File: config.mk
export PLATFORM = sky130hd
export DESIGN_NAME = pipe_skid_reg
export DESIGN_NICKNAME = d
export VERILOG_FILES = /design/src/rtl/pipe_skid_reg.sv
export SDC_FILE = /design/constraint.sdc
export NUM_CORES = 1
export LEC_CHECK = 0
export CAP_MARGIN = 20
export CORE_MARGIN = 2
export CORE_UTILIZATION = 48
export DETAILED_ROUTE_END_ITERATION = 16
export PLACE_DENSITY_LB_ADDON = 0.25
export SYNTH_ARGS = -nofsm -noshare
export SYNTH_HDL_FRONTEND = slang
export SYNTH_SLANG_ARGS = --single-unit
File: constraint.sdc
create_clock -name clk -period 1.9 [get_ports clk]
set_input_delay 0.475 -clock clk [delete_from_list [all_inputs] [get_ports clk]]
set_output_delay 0.475 -clock clk [all_outputs]
set_load 0.005 [all_outputs]
File: src/rtl/pipe_skid_reg.sv
// Elastic valid/ready pipeline stage with a skid slot so in_ready comes straight from a flop.
// Adds a synchronous flush and a saturating downstream-stall counter.
module pipe_skid_reg #(
    parameter int WIDTH     = 32,
    parameter int CNT_WIDTH = 16
) (
    input  logic                 clk,
    input  logic                 reset,
    input  logic                 flush,
    input  logic                 in_valid,
    output logic                 in_ready,
    input  logic [WIDTH-1:0]     in_data,
    output logic                 out_valid,
    input  logic                 out_ready,
    output logic [WIDTH-1:0]     out_data,
    output logic [1:0]           occupancy,
    output logic [CNT_WIDTH-1:0] stall_cnt
);

    typedef enum logic [1:0] {EMPTY = 2'd0, BUSY = 2'd1, FULL = 2'd2} state_t;

    state_t               state_q, state_d;
    logic [WIDTH-1:0]     main_q, main_d;
    logic [WIDTH-1:0]     skid_q, skid_d;
    logic                 in_ready_q, in_ready_d;
    logic [CNT_WIDTH-1:0] stall_cnt_q, stall_cnt_d;
    logic                 in_fire, out_fire;

    assign out_valid = (state_q != EMPTY);
    assign out_data  = main_q;
    assign in_ready  = in_ready_q;
    assign stall_cnt = stall_cnt_q;
    assign in_fire   = in_valid & in_ready_q;
    assign out_fire  = out_valid & out_ready;

    always_comb begin
        occupancy = 2'd0;
        case (state_q)
            BUSY:    occupancy = 2'd1;
            FULL:    occupancy = 2'd2;
            default: occupancy = 2'd0;
        endcase
    end

    always_comb begin
        state_d = state_q;
        main_d  = main_q;
        skid_d  = skid_q;
        case (state_q)
            EMPTY: begin
                if (in_fire) begin
                    main_d  = in_data;
                    state_d = BUSY;
                end
            end
            BUSY: begin
                if (in_fire && out_fire) begin
                    main_d = in_data;
                end else if (in_fire) begin
                    skid_d  = in_data;
                    state_d = FULL;
                end else if (out_fire) begin
                    state_d = EMPTY;
                end
            end
            FULL: begin
                if (out_fire) begin
                    main_d  = skid_q;
                    state_d = BUSY;
                end
            end
            default: state_d = EMPTY;
        endcase
        // Squash only retires state; data regs keep stale contents behind out_valid=0.
        if (flush) state_d = EMPTY;
        in_ready_d = (state_d != FULL);

        stall_cnt_d = stall_cnt_q;
        if (out_valid && !out_ready && (stall_cnt_q != {CNT_WIDTH{1'b1}}))
            stall_cnt_d = stall_cnt_q + CNT_WIDTH'(1);
    end

    always_ff @(posedge clk) begin
        if (reset) begin
            state_q     <= EMPTY;
            main_q      <= '0;
            skid_q      <= '0;
            in_ready_q  <= 1'b1;
            stall_cnt_q <= '0;
        end else begin
            state_q     <= state_d;
            main_q      <= main_d;
            skid_q      <= skid_d;
            in_ready_q  <= in_ready_d;
            stall_cnt_q <= stall_cnt_d;
        end
    end

endmodule

### Word-level counts from Yosys, hierarchy flattened

Cells that the tools add are included.

* input bits: 37
* bits in writable memories: 0
* bits in read-only memories: 0
* memories kept: 0
* output and inout port bits: 52
* latch bits: 0
* register bits after elaboration: 83

* $add $sub $neg: 1
* shift-type cells: 0
* multipliers: 0
* divide/modulo/power cells: 0
* equal/unequal tests: 7
* reduce and logical (&&, ||, !) cells: 9
* order comparisons: 0
* bitwise gates (word level): 3
* mux-type cells: 12

Operator list (number)
* two-way mux 32 bit: 3
* case mux 32 bit (3 select lines): 1
* adder 16 x 1 -> 16 bit (second input constant): 1
* != test 16 bit (second input constant): 1
* two-way mux 2 bit: 6
* != test 2 bit (second input constant): 4
* case mux 2 bit (3 select lines): 1
* case mux 2 bit (2 select lines): 1
* AND reduction 4 bit: 1
* logical AND 1 bit: 3
* AND reduction 3 bit: 1
* nonzero test 3 bit: 1
* AND 1 bit: 2
* equality test 2 x 1 -> 1 bit (second input constant): 1
* equality test 2 bit (second input constant): 1
* logical NOT 2 bit: 1
* nonzero test 2 bit: 1
* logical NOT 1 bit: 1
* NOT 1 bit: 1

### Depth between registers and ports, before layout

* depth in word-level cells: 8
* gate-level depth with buffers: 7
* depth with buffers taken out: 5

### Worst setup path after synthesis

No wires, ideal clock.

* path kind: register to register
* start point: register stall_cnt_q[0] (netlist: stall_cnt[0])
* end point: register stall_cnt_q[13] (netlist: stall_cnt[13])
* path buffers: 0
* stages on the path, launching flop included: 6
* data required time: 1.777 ns
* arrival: 1.570 ns
* clock period less this slack: 1.693 ns
* path slack: 0.207 ns
* cells stage by stage: dfxtp_1 -> ha_1 -> nand4_4 -> nor4_4 -> nor4_1 -> mux2_1

* word-level cells in the longest chain between the ends: 2

Ends and longest elaborated chain
* start: declaration: RTL line 26 `logic [CNT_WIDTH-1:0] stall_cnt_q, stall_cnt_d;`
* start signal: assignment: RTL line 95 `stall_cnt_q <= stall_cnt_d;`
* branches (longest 2 deep; another with adder 16 x 1 -> 16 bit)

Several ways; the timed one is not identified.
A chain may end at the register's enable or synchronous reset.

### Worst setup path in the final report

* start point: register stall_cnt_q[3] (netlist: stall_cnt[3])
* end point: output port stall_cnt[3]

RTL lines
* end: declaration: RTL line 17 `output logic [CNT_WIDTH-1:0] stall_cnt`

No word-level cell between the ends.

==> results.cfg <==
[yosys]
flip_flop_and_latch_count_after_synthesis = 83
synth_cells = 403
post-synth-top-area-fraction_pct = 46.73
ys_dominant_reg_cell = sky130_fd_sc_hd__dfxtp_1
post_synth_num_cell_types = 44
post_synthesis_instance_area_um2 = 3556
post_synth_fa_ha_maj_area_fraction_pct = 0.3519
synth-compound-area-share_pct = 16.40
synthTopCellsByArea = sky130_fd_sc_hd__dfxtp_1 47%, sky130_fd_sc_hd__mux2i_1 9.0%, sky130_fd_sc_hd__nand2_1 7.5%
synthesis.nets = 441
synth.avg_cell_area_um2 = 8.824
synth_seq_area_share_pct = 46.73
post_synth_and_or_nand_nor_area_fraction_pct = 21.43
synthDominantAreaCellType = sky130_fd_sc_hd__dfxtp_1
synth_async_sr_flop_share_pct = 0
yosys_warnings = 0
yosys.area_share.xor_xnor_pct = 0
muxShareOfSynthArea_pct = 10.27
edff_count_synth = 0
synth_top_family_by_area = simple AND/OR/NAND/NOR gates

[layout]
final_cell_mix = 84 x sky130_fd_sc_hd__clkdlybuf4s50_1, 80 x sky130_fd_sc_hd__dfxtp_1, 71 x sky130_fd_sc_hd__nand2_1
antenna_cells_inserted = 0
final_common_cell = sky130_fd_sc_hd__clkdlybuf4s50_1
drive_gt1_share_pct = 10.34
finalNetCount = 526
area.growth.synth_to_final_pct = 35.54
finish.utilization_pct = 66.81

[worst_setup_path]
reg2reg_depth = 5
setup.worst_path.start_class = flop
worst_path_top_cell_family_by_delay = buffers and inverters
worstPathRequired_ns = 1.42
worst_setup_end_kind = output pin
timing.critical_path.cells = clkdlybuf4s50_1
cp.buffers_inverters = 1
worst-r2r-setup-slack_ns = 0.11
critical_path_peak_fanout = 6
crit_arrival_ns = 1.36
cp_max_delay_cell = sky130_fd_sc_hd__clkdlybuf4s50_1
type_of_the_worst_setup_path = reg -> out
critical_path_depth = 1
critical-path-max-stage-delay_ns = 0.55

[pwr]
ir_worst_vdd_mv = 0.3941
pwr_density_cell_nw_per_um2 = 744.5
cellLeakagePower_uw = 0.001967

[timing]
grt_setup_unrepaired = false
hold_ws_ns = 0.4575
fin_skew_ns = 0.01181
final_max_slew_viol_count = 0
hold_viol = 0
timing_worst_slew_pin_value_ns = 0.5138
max_slew_margin_pct = 65.74
final-setup-viol-count = 0
achievable-frequency_ghz = 0.5448
finalWorstSetupSlack_ns = 0.06440
finalWorstPathRequiredPeriod_ns = 1.836
post-route-period-util_pct = 96.61

[clock_tree]
clk_latency_ns = 0.35
cts.reportedPaths.clkPinSlew_ns = 0.09
cts.sink_count = 83
clk_path_buf_depth = 2
tritoncts_buffer_count = 9
cts_root_buffer = sky130_fd_sc_hd__clkbuf_8
cts_hold_repair.buffers = 0
tritoncts = done
clock_tree.htree_level_count = 3

[min_path]
timing.hold.worst.class = reg -> reg
hold_path_depth = 2

[place]
gp_congestion = 0.7531
place.detailed.hpwl_um = 5509
portBuffers = 88
place_ws_ns = -0.2127

[die]
floorplan.die.height_um = 90.07
die_area_um2 = 8113
design.core.area_um2 = 7214
fp-row-count = 31
io-pin-count = 89
fp.dieW_um = 90.07
start_util_pct = 49.29

[detailed_routing]
ant_nets = 0
vias = 3138
wirelength_um = 7996
avgViaCountPerCell = 5.301
detailedRoute.firstPassIterationCount = 4
initialDrtViolationCount = 106
drt_drc_violations_left = 0
wl_per_cell_um = 13.51

[global_route]
groute.usage.overall_pct = 20.16
grt_pass1_vias = 2931
antenna_found_initial = 0
grt_start_max_net_pins = 51
globalRouteOverflowTotal = 0
grt_first_pass_wirelength_um = 13640

[flow_run]
cap_violations = 0

[run_status]
outcome = finished, final reports clean
==> where the power goes <==
part	switching, uW	internal, uW
logic	181	252
clock network	654	657
registers	37.7	1810
==> through the flow <==
stage          TNS (ns)  total power (uW)  std cells  cell area (um^2)
2_1_floorplan         0              2068        403              3556
3_3_place_gp     -4.474              2315        576              4598
3_5_place_dp     -6.842              2326        576              4598
4_1_cts               0              3628        592              4811
5_1_grt               0              3759        592              4820
6_report              0              3588        592              4820
==> path summary, 6_finish.rpt <==
kind,start,end
max,stall_cnt[3]$_SDFFE_PP0P_,stall_cnt[3]
max reg2reg,stall_cnt[0]$_SDFFE_PP0P_,stall_cnt[15]$_SDFFE_PP0P_
min,skid_q[21]$_SDFFE_PP0P_,skid_q[21]$_SDFFE_PP0P_
min reg2reg,skid_q[21]$_SDFFE_PP0P_,skid_q[21]$_SDFFE_PP0P_
==> cells by family (layout without fill, tap and decap cells) <==
| group | Yosys count | after routing |
|---|---|---|
| buffers and inverters | 34 | 124 |
| adders and majority gates | 1 | 1 |
| and+or+nand+nor | 157 | 157 |
| muxes | 36 | 36 |
| DFF | 83 | 83 |
| AOI/OAI and AO/OA | 92 | 92 |
==> cell type report <==
cell class                      instances  area, um^2
Multi-Input combinational cell        286        1742
Fill cell                             614        2395
Sequential cell                        83        1670
Timing Repair Buffer                  104        1059
Inverter                                4       15.01
Tap cell                               99       123.9
Clock buffer                           10       137.6
Clock inverter                          6       72.57
==> sequential cells by signal, summed over array words and instances (netlist names) <==
name / flops
in_ready: 1
out_data: 32
skid_q: 32
stall_cnt: 16
state_q: 2
==> routing by layer <==
metal / track usage [%] / vias up / part of all wire, %
met1: 26.54 / 1457 / 45
met5: 0 / - / 0
met4: 8.974 / 0 / 1.3
li1: - / 1597 / -
met2: 32.02 / 76 / 49
met3: 4.107 / 8 / 4.8
==> synthesized netlist by cell type, types with 4 or more instances <==
library cell,number
sky130_fd_sc_hd__buf_2,11
sky130_fd_sc_hd__a21oi_1,44
sky130_fd_sc_hd__clkbuf_1,11
sky130_fd_sc_hd__a211oi_1,33
sky130_fd_sc_hd__nand2_1,71
sky130_fd_sc_hd__buf_4,6
sky130_fd_sc_hd__nor2_1,42
sky130_fd_sc_hd__nor2b_1,5
sky130_fd_sc_hd__or4_1,8
sky130_fd_sc_hd__mux2i_1,32
sky130_fd_sc_hd__nand3_1,5
sky130_fd_sc_hd__o31ai_1,7
sky130_fd_sc_hd__inv_1,4
sky130_fd_sc_hd__dfxtp_1,83
==> repair_timing <==
item | CTS | global route
pin swaps | 0 | 0
setup buffers | 0 | 0
endpoints found under the setup margin | 3 | 4
resized for setup | 5 | 4
Power figures use the tool's default switching activity.
